--- config.mk ---
export PLATFORM = sky130hd
export DESIGN_NAME = alu_seq_unit_flat
export DESIGN_NICKNAME = d
export VERILOG_FILES = /design/src/rtl/alu_seq_unit_if.sv /design/src/rtl/alu_seq_unit.sv /design/src/flat_wrapper.sv
export SDC_FILE = /design/constraint.sdc
export NUM_CORES = 1
export LEC_CHECK = 0
export ABC_AREA = 1
export BUFFER_PORTS_ARGS = -buffer_cell sky130_fd_sc_hd__buf_2
export CAP_MARGIN = 15
export CORE_UTILIZATION = 31
export DETAILED_ROUTE_END_ITERATION = 16
export PLACE_DENSITY = 0.47
export SLEW_MARGIN = 20
export SYNTH_ARGS = -nofsm -noshare
export SYNTH_HDL_FRONTEND = slang
export SYNTH_SLANG_ARGS = --single-unit
--- constraint.sdc ---
create_clock -name clk -period 7.2 [get_ports clk]
set_input_delay 1.44 -clock clk [delete_from_list [all_inputs] [get_ports clk]]
set_output_delay 1.44 -clock clk [all_outputs]
set_load 0.01 [all_outputs]
--- src/rtl/alu_seq_unit_if.sv ---
// Request/response bundle between an initiator and the sequential ALU responder.
// The initiator uses the master modport and the ALU uses the slave modport.
interface alu_seq_unit_if;
    logic        req_valid;
    logic        req_ready;
    logic [2:0]  req_op;
    logic [31:0] req_x;
    logic [31:0] req_y;
    logic        rsp_valid;
    logic        rsp_ready;
    logic [31:0] rsp_z;
    logic        rsp_equal;
    logic        rsp_overflow;
    logic        rsp_zero;
    logic        busy;

    modport master (
        output req_valid, req_op, req_x, req_y, rsp_ready,
        input  req_ready, rsp_valid, rsp_z, rsp_equal, rsp_overflow, rsp_zero, busy
    );

    modport slave (
        input  req_valid, req_op, req_x, req_y, rsp_ready,
        output req_ready, rsp_valid, rsp_z, rsp_equal, rsp_overflow, rsp_zero, busy
    );
endinterface

--- src/rtl/alu_seq_unit.sv ---
// Handshaked ALU responder: single-cycle AND/ADD/SUB/SLT, iterative shifts of
// SHIFT_STEP bits per cycle, one transaction outstanding at a time.
module alu_seq_unit #(
    parameter int SHIFT_STEP = 1
) (
    input  logic          clk,
    input  logic          rst,
    alu_seq_unit_if.slave bus
);
    localparam logic [2:0] OP_AND = 3'd0;
    localparam logic [2:0] OP_ADD = 3'd1;
    localparam logic [2:0] OP_SUB = 3'd2;
    localparam logic [2:0] OP_SLT = 3'd3;
    localparam logic [2:0] OP_SRL = 3'd4;
    localparam logic [2:0] OP_SRA = 3'd5;
    localparam logic [2:0] OP_SLL = 3'd6;
    localparam logic [2:0] OP_RSV = 3'd7;

    localparam logic [1:0] S_IDLE  = 2'd0;
    localparam logic [1:0] S_SHIFT = 2'd1;
    localparam logic [1:0] S_RESP  = 2'd2;

    localparam logic [4:0] STEP = 5'(SHIFT_STEP);

    logic [1:0]  state;
    logic [2:0]  op_q;
    logic [31:0] acc;
    logic [4:0]  cnt;
    logic        eq_pend;
    logic [31:0] z_q;
    logic        eq_q;
    logic        ov_q;
    logic        zero_q;

    logic [31:0] sum;
    logic [31:0] diff;
    logic [31:0] imm_z;
    logic        imm_ov;
    logic        imm_eq;
    logic        is_shift;
    logic [4:0]  step;
    logic [4:0]  cnt_nxt;
    logic [31:0] shifted;

    assign sum      = bus.req_x + bus.req_y;
    assign diff     = bus.req_x - bus.req_y;
    assign is_shift = (bus.req_op == OP_SRL) || (bus.req_op == OP_SRA) || (bus.req_op == OP_SLL);
    assign imm_eq   = (bus.req_x == bus.req_y) && (bus.req_op != OP_RSV);

    // Single-cycle result; a shift only lands here when its amount is zero.
    always_comb begin
        imm_z  = '0;
        imm_ov = 1'b0;
        case (bus.req_op)
            OP_AND: imm_z = bus.req_x & bus.req_y;
            OP_ADD: begin
                imm_z  = sum;
                imm_ov = (bus.req_x[31] == bus.req_y[31]) && (sum[31] != bus.req_x[31]);
            end
            OP_SUB: begin
                imm_z  = diff;
                imm_ov = (bus.req_x[31] != bus.req_y[31]) && (diff[31] != bus.req_x[31]);
            end
            OP_SLT: imm_z = {31'b0, $signed(bus.req_x) < $signed(bus.req_y)};
            OP_SRL, OP_SRA, OP_SLL: imm_z = bus.req_x;
            default: imm_z = '0;
        endcase
    end

    // Last step may be partial so the total shift is exact.
    assign step    = (cnt < STEP) ? cnt : STEP;
    assign cnt_nxt = cnt - step;

    always_comb begin
        shifted = acc;
        case (op_q)
            OP_SRL:  shifted = acc >> step;
            OP_SRA:  shifted = $signed(acc) >>> step;
            default: shifted = acc << step;
        endcase
    end

    always_ff @(posedge clk or posedge rst) begin
        if (rst) begin
            state   <= S_IDLE;
            op_q    <= '0;
            acc     <= '0;
            cnt     <= '0;
            eq_pend <= 1'b0;
            z_q     <= '0;
            eq_q    <= 1'b0;
            ov_q    <= 1'b0;
            zero_q  <= 1'b0;
        end else begin
            case (state)
                S_IDLE: begin
                    if (bus.req_valid) begin
                        op_q    <= bus.req_op;
                        eq_pend <= imm_eq;
                        if (is_shift && (bus.req_y[4:0] != 5'd0)) begin
                            acc   <= bus.req_x;
                            cnt   <= bus.req_y[4:0];
                            state <= S_SHIFT;
                        end else begin
                            z_q    <= imm_z;
                            eq_q   <= imm_eq;
                            ov_q   <= imm_ov;
                            zero_q <= (bus.req_op != OP_RSV) && (imm_z == 32'd0);
                            state  <= S_RESP;
                        end
                    end
                end
                S_SHIFT: begin
                    acc <= shifted;
                    cnt <= cnt_nxt;
                    // Response registers move only on entry to RESP so they hold
                    // the previous result while the shift is in flight.
                    if (cnt_nxt == 5'd0) begin
                        z_q    <= shifted;
                        eq_q   <= eq_pend;
                        ov_q   <= 1'b0;
                        zero_q <= (shifted == 32'd0);
                        state  <= S_RESP;
                    end
                end
                S_RESP: begin
                    if (bus.rsp_ready) state <= S_IDLE;
                end
                default: state <= S_IDLE;
            endcase
        end
    end

    assign bus.req_ready    = (state == S_IDLE);
    assign bus.rsp_valid    = (state == S_RESP);
    assign bus.busy         = (state != S_IDLE);
    assign bus.rsp_z        = z_q;
    assign bus.rsp_equal    = eq_q;
    assign bus.rsp_overflow = ov_q;
    assign bus.rsp_zero     = zero_q;
endmodule

--- src/flat_wrapper.sv ---
// flat-port wrapper written by rule: the top's interface ports become plain ports
module alu_seq_unit_flat 
#(
    parameter int SHIFT_STEP = 1
)
  (clk, rst, bus_req_valid, bus_req_op, bus_req_x, bus_req_y, bus_rsp_ready, bus_req_ready, bus_rsp_valid, bus_rsp_z, bus_rsp_equal, bus_rsp_overflow, bus_rsp_zero, bus_busy);
  alu_seq_unit_if bus_i ();
  input  logic clk;
  input  logic rst;
  input wire logic [$bits(bus_i.req_valid)-1:0] bus_req_valid;
  input wire logic [$bits(bus_i.req_op)-1:0] bus_req_op;
  input wire logic [$bits(bus_i.req_x)-1:0] bus_req_x;
  input wire logic [$bits(bus_i.req_y)-1:0] bus_req_y;
  input wire logic [$bits(bus_i.rsp_ready)-1:0] bus_rsp_ready;
  output wire logic [$bits(bus_i.req_ready)-1:0] bus_req_ready;
  output wire logic [$bits(bus_i.rsp_valid)-1:0] bus_rsp_valid;
  output wire logic [$bits(bus_i.rsp_z)-1:0] bus_rsp_z;
  output wire logic [$bits(bus_i.rsp_equal)-1:0] bus_rsp_equal;
  output wire logic [$bits(bus_i.rsp_overflow)-1:0] bus_rsp_overflow;
  output wire logic [$bits(bus_i.rsp_zero)-1:0] bus_rsp_zero;
  output wire logic [$bits(bus_i.busy)-1:0] bus_busy;
  assign bus_i.req_valid = bus_req_valid;
  assign bus_i.req_op = bus_req_op;
  assign bus_i.req_x = bus_req_x;
  assign bus_i.req_y = bus_req_y;
  assign bus_i.rsp_ready = bus_rsp_ready;
  assign bus_req_ready = bus_i.req_ready;
  assign bus_rsp_valid = bus_i.rsp_valid;
  assign bus_rsp_z = bus_i.rsp_z;
  assign bus_rsp_equal = bus_i.rsp_equal;
  assign bus_rsp_overflow = bus_i.rsp_overflow;
  assign bus_rsp_zero = bus_i.rsp_zero;
  assign bus_busy = bus_i.busy;
  alu_seq_unit #(.SHIFT_STEP(SHIFT_STEP)) u_core (.clk(clk), .rst(rst), .bus(bus_i));
endmodule
==> impl_metrics.yaml, run 1 <==
global_routing:
  antenna_found_initial: 0
  overflow: 0
  grt_pass1_wl_um: 65600
  grt_pass1_vias: 11013
  grt_usage_pct: 25.6
  grt_max_degree: 53
detailed_routing:
  wire_per_inst_um: 18.7
  via_per_inst: 5.08
  drt_iter0_drc: 990
  drc: 0
  postRouteAntennaNets: 0
  num_vias: 11822
  first_pass_iters: 6
  drt-total-wl_um: 43600
layout:
  design_area_mm2: 0.0116
  final_common_cell: "nand2_1"
  final_cell_mix: "574 x nand2_1, 271 x inv_1, 176 x nor2_1, 130 x nand3_1, 108 x buf_2"
  fillers: 3819
  diodes: 0
  fin_nets: 2020
  area_growth_pct: 10.7
  drive_gt1_share_pct: 12.9
power:
  vdd_ir_drop_max_mv: 0.307
  power_leakage_nw: 6.06
  p_per_area_mw_per_mm2: 301
worst_hold_path:
  hp-class: "reg -> reg"
worst_setup_path:
  end_kind: "register"
  cp_slowest_cell: "o21ai_0"
  crit_fanout: 4
  cp.required_ns: 7.47
  max_stage_delay_ns: 0.56
  crit_top_cell: "nand2_1"
  critical_path.startpoint_type: "input pin"
  crit_arrival_ns: 4.38
  path_class: "in -> reg"
  crit_path_cell_trace: "buf_2, inv_1, ha_1, fa_1, inv_1, nand2_1, o21ai_0, nand2_1, nand3_1, nand4_1, nor2_1, nand2_1, nor2_1, nand2_1, nor2_1, nand3_1, nor2_1, nand2_1, a21oi_2"
placement:
  io_buffers: 108
  dp.final_hpwl_um: 35600
  placed_area_mm2: 0.0112
  gp_congestion: 0.915
clock_network:
  post_cts_buffers: 0
  tritoncts.num_buffers: 9
  clock_latency_ns: 0.34
  ctsRootBufferMaster: "clkbuf_16"
  cts_resized: 0
  cts_max_level: 3
  clockBufferDepth: 2
  cts.reportedPaths.clkPinSlew_ns: 0.06
  cts_tree: "yes"
  postCtsHoldBufs: 0
  cts_sinks: 78
die:
  ios: 109
  die_h_um: 186
  start_util_pct: 31.8
  rows: 66
  dieArea_mm2: 0.0344
  die_w_um: 186
  core-area_mm2: 0.0329
yosys:
  netlist_area_mm2: 0.0104
  syn-num-nets: 1963
  syn_inst: 1824
  yosysSeqAreaShare_pct: 18.7
  synthTopCellsByArea: "nand2_1 21%, dfrtp_1 19%, inv_1 9.8%"
  yosysTopAreaCell: "nand2_1"
  yosysWarnings: 0
  yosysUniqueCellTypes: 50
  postSynthAreaPerCell_um2: 5.72
  yosysTopAreaCellShare_pct: 20.6
  synth-seq-cells: 78
job:
  cap_violations: 0
sta:
  worstMarginPinSlew_ns: 0.824
  slew_violations: 0
  fmax_mhz: 243
  period_needed_ns: 4.11
  grt_setup_unrepaired: "no"
  setup_viol: 0
  finalCritPeriodShare_pct: 57.1
  hold_viol: 0
  slew_headroom_pct: 44.4
  fin_setup_tns_ns: 0
  fin_skew_ns: 0.00939
  finalHoldWorstSlack_ns: 0.486
run_status:
  status: "completed"
## Yosys cell counts, drive strengths merged
library cell and number:
nand2 594, inv 303, nor2 205, nand3 135, o21ai 114, a21oi 100
dfrtp 78, ha 66, buf 44, o211ai 34, clkbuf 26, nand4 19
or2 15, a22oi 13, nor3 11, o21bai 10, o221ai 10, nand3b 9
a31oi 6, o22ai 5, clkinv 4, nor4 4, xor2 4, a21o 2
a22o 2, fa 2, a221oi 1, a31o 1, and2 1, mux2i 1
nor3b 1, o311ai 1, o31ai 1, o41ai 1, xnor2 1
## layer usage
| metal | GRT usage, % | routed length [µm] | vias up | part of all wire, % |
|---|---|---|---|---|
| met5 | 0 | 0 | - | 0 |
| li1 | - | - | 5903 | - |
| met1 | 34.8 | 20300 | 5478 | 47 |
| met3 | 2.64 | 2390 | 41 | 5.5 |
| met2 | 43.4 | 20100 | 400 | 46 |
| met4 | 5.09 | 800 | 0 | 1.8 |
## power breakdown
group / total [mW] / switching, mW / internal (mW)
clock network: 0.559 / 0.185 / 0.374
registers: 0.813 / 0.155 / 0.658
logic: 2.10 / 1.44 / 0.664
## per-stage QoR
step           worst slack, ns  power (mW)  utilization [%]  instances
6_report                  3.09        3.47             35.2       2328
5_1_grt                   2.87        3.79             35.2       2328
4_1_cts                   3.15        3.49             35.2       2328
3_3_place_gp              2.83        2.91             34.1       2312
3_5_place_dp              2.80        2.91             34.1       2312
2_1_floorplan             3.76        2.27                -       1824
## cell families after synthesis
| logic type | share of synthesized area, % |
|---|---|
| buffers and inverters | 14.9 |
| xor gates and xnor gates | 0.419 |
| muxes | 0.0959 |
| adders and majority gates | 8.29 |
| AOI/OAI and AO/OA | 16.9 |
| and+or+nand+nor | 40.7 |
| DFF | 18.7 |
## layout make-up
type | count | area [µm²] | area share [%]
Multi-Input combinational cell | 1369 | 6930 | 60.0
Sequential cell | 78 | 1950 | 16.9
Inverter | 307 | 1150 | 9.98
Timing Repair Buffer | 116 | 601 | 5.20
Tap cell | 442 | 553 | 4.79
Clock buffer | 10 | 229 | 1.98
Clock inverter | 6 | 134 | 1.16
## critical path, delay by kind of cell
family                   cells  cell delay [ns]
AND/OR/NAND/NOR             12             1.34
AO/OA/AOI/OAI                2             0.67
adder cells (fa/ha/maj)      2             0.56
buffers and inverters        3             0.35
## path summary, 6_finish.rpt
| kind | start | end | slack, ns | depth (start not counted) |
|---|---|---|---|---|
| min | u_core.op_q[2] | u_core.op_q[2] | 0.49 | 2 |
| min in group asynchronous | rst | u_core.cnt[2] | 1.14 | 2 |
| max in group asynchronous | rst | u_core.bus.rsp_z[20] | 5.00 | 3 |
| max | bus_req_x[0] | u_core.bus.rsp_zero | 3.09 | 19 |
| min reg2reg | u_core.op_q[2] | u_core.op_q[2] | 0.49 | 2 |
| max reg2reg | u_core.state[0] | u_core.bus.rsp_z[17] | 3.91 | 11 |
## state kept, by name, summed over array words and instances, names as in the netlist
name                     flops
u_core.acc                  32
u_core.bus.rsp_z            32
u_core.cnt                   5
u_core.op_q                  3
u_core.state                 2
u_core.bus.rsp_equal         1
u_core.bus.rsp_overflow      1
u_core.bus.rsp_zero          1
u_core.eq_pend               1
No activity file was read; power rests on OpenSTA's default activity.
==> inputs of run 2 (changes only) <==
- PLACE_DENSITY: 0.47 -> 0.49
- clock period: 7.2 -> 3.4 ns (I/O delays scaled with it)
==> impl_metrics.yaml, run 2 (same netlist as run 1, synthesis figures left out) <==
run_status:
  status: "completed"
detailed_routing:
  first_pass_iters: 6
  drt-total-wl_um: 43300
  postRouteAntennaNets: 0
  num_vias: 12044
  wire_per_inst_um: 18.2
  drc: 0
  via_per_inst: 5.06
  drt_iter0_drc: 1032
worst_setup_path:
  cp.required_ns: 3.67
  r2r-end: "u_core.bus.rsp_zero"
  path_class: "in -> reg"
  cp_top_family: "simple AND/OR/NAND/NOR gates"
  crit_arrival_ns: 3.28
  crit_path_cell_trace: "buf_2, inv_1, ha_1, buf_4, nor2_2, nand2_1, nor2_1, nand2_1, nand3_2, nand2_1, nand3_1, nand3b_1, nor2_1, nand2_1, nor2_1, nand3_1, nor2_1, nand2_1, a21oi_2"
  r2r-start: "u_core.op_q[2]"
  critical_path.startpoint_type: "input pin"
  reg2reg_slack_ns: 0.69
  cp_slowest_cell: "ha_1"
  max_stage_delay_ns: 0.40
  crit_buf_inv: 3
  r2r_cells: 9
  crit_top_cell: "nand2_1"
  end_kind: "register"
  crit_fanout: 6
layout:
  fin_cells: 2380
  drive_gt1_share_pct: 15.1
  fillers: 3814
  final_cell_mix: "574 x nand2_1, 271 x inv_1, 176 x nor2_1, 130 x nand3_1, 108 x buf_2"
  area_growth_pct: 13.9
  fin_nets: 2074
  diodes: 0
  fin_util_pct: 36.2
  final_common_cell: "nand2_1"
clock_network:
  cts.reportedPaths.clkPinSlew_ns: 0.06
  cts_resized: 0
  ctsRootBufferMaster: "clkbuf_16"
  tritoncts.num_buffers: 9
  cts_sinks: 78
  cts_tree: "yes"
  post_cts_buffers: 0
  cts_max_level: 3
  postCtsHoldBufs: 0
  clock_latency_ns: 0.34
  clockBufferDepth: 2
global_routing:
  grt_pass1_wl_um: 66300
  antenna_found_initial: 0
  grt_usage_pct: 25.7
  overflow: 0
  grt_max_degree: 51
  grt_pass1_vias: 11430
power:
  p_per_area_mw_per_mm2: 605
  power_leakage_nw: 6.29
  vdd_ir_drop_max_mv: 0.445
sta:
  fin_skew_ns: 0.00641
  period_needed_ns: 3.01
  fin_setup_tns_ns: 0
  setup_viol: 0
  finalCritPeriodShare_pct: 88.6
  slew_headroom_pct: 47.6
  fmax_mhz: 332
  slew_violations: 0
  hold_viol: 0
  worstMarginPinSlew_ns: 0.786
  grt_setup_unrepaired: "no"
placement:
  io_buffers: 108
  gp_congestion: 0.951
  dpl.cell_count: 2366
  dp.final_hpwl_um: 36100
die:
  die_w_um: 186
  start_util_pct: 31.8
  core-area_mm2: 0.0329
  ios: 109
  die_h_um: 186
  dieArea_mm2: 0.0344
  rows: 66
worst_hold_path:
  hp-class: "in -> async"
job:
  cap_violations: 0
==> run 2: layout make-up <==
class,count,area [µm²],share of cell area (%)
Clock buffer,12,246,2.07
Clock inverter,2,10.0,0.0842
Inverter,307,1150,9.70
Multi-Input combinational cell,1369,6930,58.3
Sequential cell,78,1950,16.4
Tap cell,442,553,4.65
Timing Repair Buffer,170,1040,8.77
==> run 2: worst reg2reg max path: cells and delay by family (launching register included) <==
family                 cells  cell delay (ns)
DFF                        1             0.38
buffers and inverters      1             0.51
and+or+nand+nor            6             1.35
AOI/OAI and AO/OA          2             0.41
==> run 2: routing by layer <==
metal	part of all wire [%]	vias to the layer above	global-route usage (%)	wire, µm
li1	-	6009	-	-
met1	47	5548	35.2	20200
met2	45	422	42.3	19500
met3	5.3	65	2.27	2300
met4	3.3	0	8.20	1420
met5	0	-	0	0
==> run 2: worst max path at each step <==
stage	start	endpoint	slack [ns]	cells past startpoint
2_1_floorplan	rst	u_core.acc[0]	0.72	1
5_1_grt	bus_req_y[1]	u_core.bus.rsp_zero	0.14	20
3_3_place_gp	bus_req_x[19]	u_core.bus.rsp_zero	0.09	18
3_5_place_dp	bus_req_y[0]	u_core.bus.rsp_zero	0.1	21
4_1_cts	bus_req_y[0]	u_core.bus.rsp_zero	0.45	21
6_report	bus_req_y[7]	u_core.bus.rsp_zero	0.39	19
==> run 2: report_power, final <==
part / internal [mW] / leakage [nW] / switching, mW
clock network: 0.504 / 0.128 / 0.372
registers: 1.39 / 0.946 / 0.325
logic: 1.54 / 5.21 / 3.06
total: 3.44 / 6.29 / 3.75
==> run 2: metrics by stage <==
| stage | power (mW) | setup WS, ns | hold slack (ns) | area (µm²) |
|---|---|---|---|---|
| after floorplan | 4.80 | 0.725 | 0.453 | 10400 |
| after global placement | 6.29 | 0.0884 | 0.462 | 11600 |
| after detailed placement | 6.31 | 0.0997 | 0.468 | 11600 |
| after CTS | 7.22 | 0.454 | 0.476 | 11900 |
| after global routing | 7.87 | 0.143 | 0.507 | 11900 |
| final | 7.20 | 0.389 | 0.438 | 11900 |
==> inputs of run 3 (changes only) <==
- ABC_AREA: 1 -> not set
==> impl_metrics.yaml, run 3 <==
global_routing:
  grt_use_met1_pct: 40.0
  grt.busiest_layer: "met2"
  met3_usage_pct: 2.18
  grt_usage_pct: 27.1
  grt_max_degree: 69
  overflow: 0
  grt_pass1_vias: 11214
  grt_pass1_wl_um: 64600
  antenna_found_initial: 0
  grt_use_met2_pct: 42.8
placement:
  gp_congestion: 0.932
  dpl.cell_count: 2123
  io_buffers: 108
  dp.final_hpwl_um: 34000
worst_hold_path:
  hp-class: "in -> async"
yosys:
  synth-seq-cells: 78
  async_flop_share_pct: 100
  syn_inst: 1331
  synth_compound_area_share_pct: 34.4
  synthTopCellsByArea: "dfrtp_1 21%, ha_1 8.9%, a21oi_1 7.7%"
  syn-num-nets: 1470
  netlist_area_mm2: 0.00930
  yosysSeqAreaShare_pct: 21.0
  yosys.area_share.adder_pct: 9.31
  synth_top_family_by_area: "compound AO/OA/AOI/OAI gates"
  synthSimpleGateAreaFrac_pct: 26.8
  synth.most_common_cell: "nand2_1"
  postSynthAreaPerCell_um2: 6.99
  yosysTopAreaCell: "dfrtp_1"
  yosysWarnings: 0
  synth_edf_count: 0
  ys.flop_type: "dfrtp_1"
  yosys-top-cells-count: "188 x nand2_1, 162 x nor2_1, 144 x a21oi_1"
  yosysUniqueCellTypes: 88
  synth.area.mux_share_pct: 0.915
  synth-xor-area-share_pct: 0.753
  yosysTopAreaCellShare_pct: 21.0
power:
  seqPwrFrac_pct: 25.5
  power_leakage_nw: 6.46
  fin_total_pwr_mw: 6.82
  pwr-share-clk_pct: 13.7
  power.share.switching_pct: 46.0
  vdd_ir_drop_max_mv: 0.259
  p_per_area_mw_per_mm2: 481
  internal-power_mw: 3.68
  pwr-share-comb_pct: 60.8
  p_sw_mw: 3.14
sta:
  finalCritPeriodShare_pct: 114
  grt_setup_unrepaired: "yes"
  setup_viol: 3
  slew_headroom_pct: 44.0
  fmax_mhz: 258
  slew_violations: 0
  fin_ws_ns: -0.473
  finalHoldWorstSlack_ns: 0.415
  period_needed_ns: 3.87
  worstMarginPinSlew_ns: 0.836
  fin_setup_tns_ns: -0.733
  hold_viol: 0
  fin_skew_ns: 0.0108
run_status:
  violations: "negative setup slack"
  status: "complete, but fails checks"
worst_setup_path:
  path_class: "in -> reg"
  crit_fanout: 2
  crit_top_cell: "buf_6"
  critPathLaunch: "bus_req_x[1]"
  r2r-end: "u_core.bus.rsp_zero"
  r2r_cells: 12
  crit_path_cell_trace: "buf_6, buf_6, inv_4, fa_2, nor2b_4, o31ai_4, a2111oi_4, o31a_1, or3_4, a221o_1, a222oi_1, buf_4, nand4_1, or4_1, nand4bb_1, o31ai_2"
  cp_slowest_cell: "or4_1"
  max_stage_delay_ns: 0.47
  critical_path.startpoint_type: "input pin"
  r2r-start: "u_core.cnt[2]"
  cp-endpoint: "u_core.bus.rsp_zero"
  reg2reg_slack_ns: 0.34
  end_kind: "register"
  cp.required_ns: 3.65
  crit_arrival_ns: 4.12
layout:
  diodes: 0
  area_growth_pct: 52.4
  final_cell_mix: "395 x buf_4, 185 x nand2_1, 158 x nor2_1, 136 x a21oi_1, 100 x buf_2"
  fin_nets: 1909
  drive_gt1_share_pct: 36.8
  area.sequential_mm2: 0.00195
  final_common_cell: "buf_4"
  fillers: 3031
  fin_cells: 2165
  multiInputGateArea_mm2: 0.00736
clock_network:
  ctsRootBufferMaster: "clkbuf_16"
  tritoncts.num_buffers: 9
  clockBufferDepth: 2
  cts_max_level: 3
  postCtsHoldBufs: 0
  cts.reportedPaths.clkPinSlew_ns: 0.07
  clock_latency_ns: 0.34
  cts_tree: "yes"
  cts_sinks: 78
detailed_routing:
  drc: 0
  drt_iter0_drc: 1268
  num_vias: 11942
  drt-total-wl_um: 42400
  first_pass_iters: 6
  via_per_inst: 5.52
  postRouteAntennaNets: 0
  wire_per_inst_um: 19.6
die:
  die_w_um: 175
  rows: 63
  ios: 109
  dieArea_mm2: 0.0307
  start_util_pct: 31.5
  core-area_mm2: 0.0296
  die_h_um: 175
job:
  cap_violations: 0
[run 3: cells by family (layout without fill, tap and decap cells)]
| group | Yosys count | count (layout) |
|---|---|---|
| multiplexers | 8 | 8 |
| XOR/XNOR | 8 | 8 |
| AO/OA/AOI/OAI | 467 | 467 |
| adder cells (fa/ha/maj) | 68 | 68 |
| flip-flops | 78 | 78 |
| buffers and inverters | 162 | 606 |
| AND/OR/NAND/NOR | 540 | 540 |
[run 3: area by class of cell]
class                   instances  share of cell area (%)
flip-flops and latches         78                    13.8
multi-input cells            1091                    52.0
clock inverters                 3                   0.124
repair buffers                519                    26.8
well taps                     390                    3.44
inverters                      71                    1.94
clock buffers                  13                    1.91
[run 3: repair_timing]
| item | 4_1_cts | 5_1_grt |
|---|---|---|
| hold endpoints to repair | 0 | 0 |
| setup buffers | 12 | 15 |
| cloned | 0 | 0 |
| resized for setup | 53 | 69 |
| pin swaps | 25 | 52 |
| setup endpoints to repair | 11 | 13 |
[run 3: worst min-delay path by stage]
stage | to | start | slack, ns | depth (start not counted)
2_1_floorplan | u_core.op_q[0] | u_core.op_q[0] | 0.45 | 2
3_3_place_gp | u_core.eq_pend | u_core.eq_pend | 0.46 | 2
3_5_place_dp | u_core.eq_pend | u_core.eq_pend | 0.48 | 2
4_1_cts | u_core.acc[26] | rst | 0.44 | 2
5_1_grt | u_core.acc[25] | rst | 0.48 | 2
6_report | u_core.acc[25] | rst | 0.41 | 2
[run 3: layer usage]
| metal | wire length, µm | up-vias |
|---|---|---|
| met5 | 0 | - |
| met4 | 731 | 0 |
| met3 | 2250 | 45 |
| met2 | 19000 | 417 |
| met1 | 20500 | 5678 |
| li1 | - | 5802 |
[run 3: power groups by stage]
stage / registers (mW) / clock network (mW) / logic, mW
after floorplan: 1.69 / 0 / 2.31
after global placement: 1.74 / 0 / 3.88
after detailed placement: 1.74 / 0 / 3.91
after CTS: 1.73 / 0.949 / 4.00
after global routing: 1.79 / 0.982 / 4.54
final: 1.74 / 0.934 / 4.14
[run 3: worst max-delay path: cells and delay by family]
kind / cells / cell delay [ns]
compound gates: 6 / 1.53
fa+ha+maj: 1 / 0.26
simple gates: 5 / 1.17
buf+inv: 4 / 0.46
[run 3: metrics by stage]
stage | cell area (µm²) | setup WS [ns] | util (%)
2_1_floorplan | 9420 | -0.349 | -
3_3_place_gp | 13100 | -1.06 | 44.2
3_5_place_dp | 13100 | -1.10 | 44.2
4_1_cts | 13700 | -0.512 | 46.4
5_1_grt | 14200 | -0.589 | 47.9
6_report | 14200 | -0.473 | 47.9
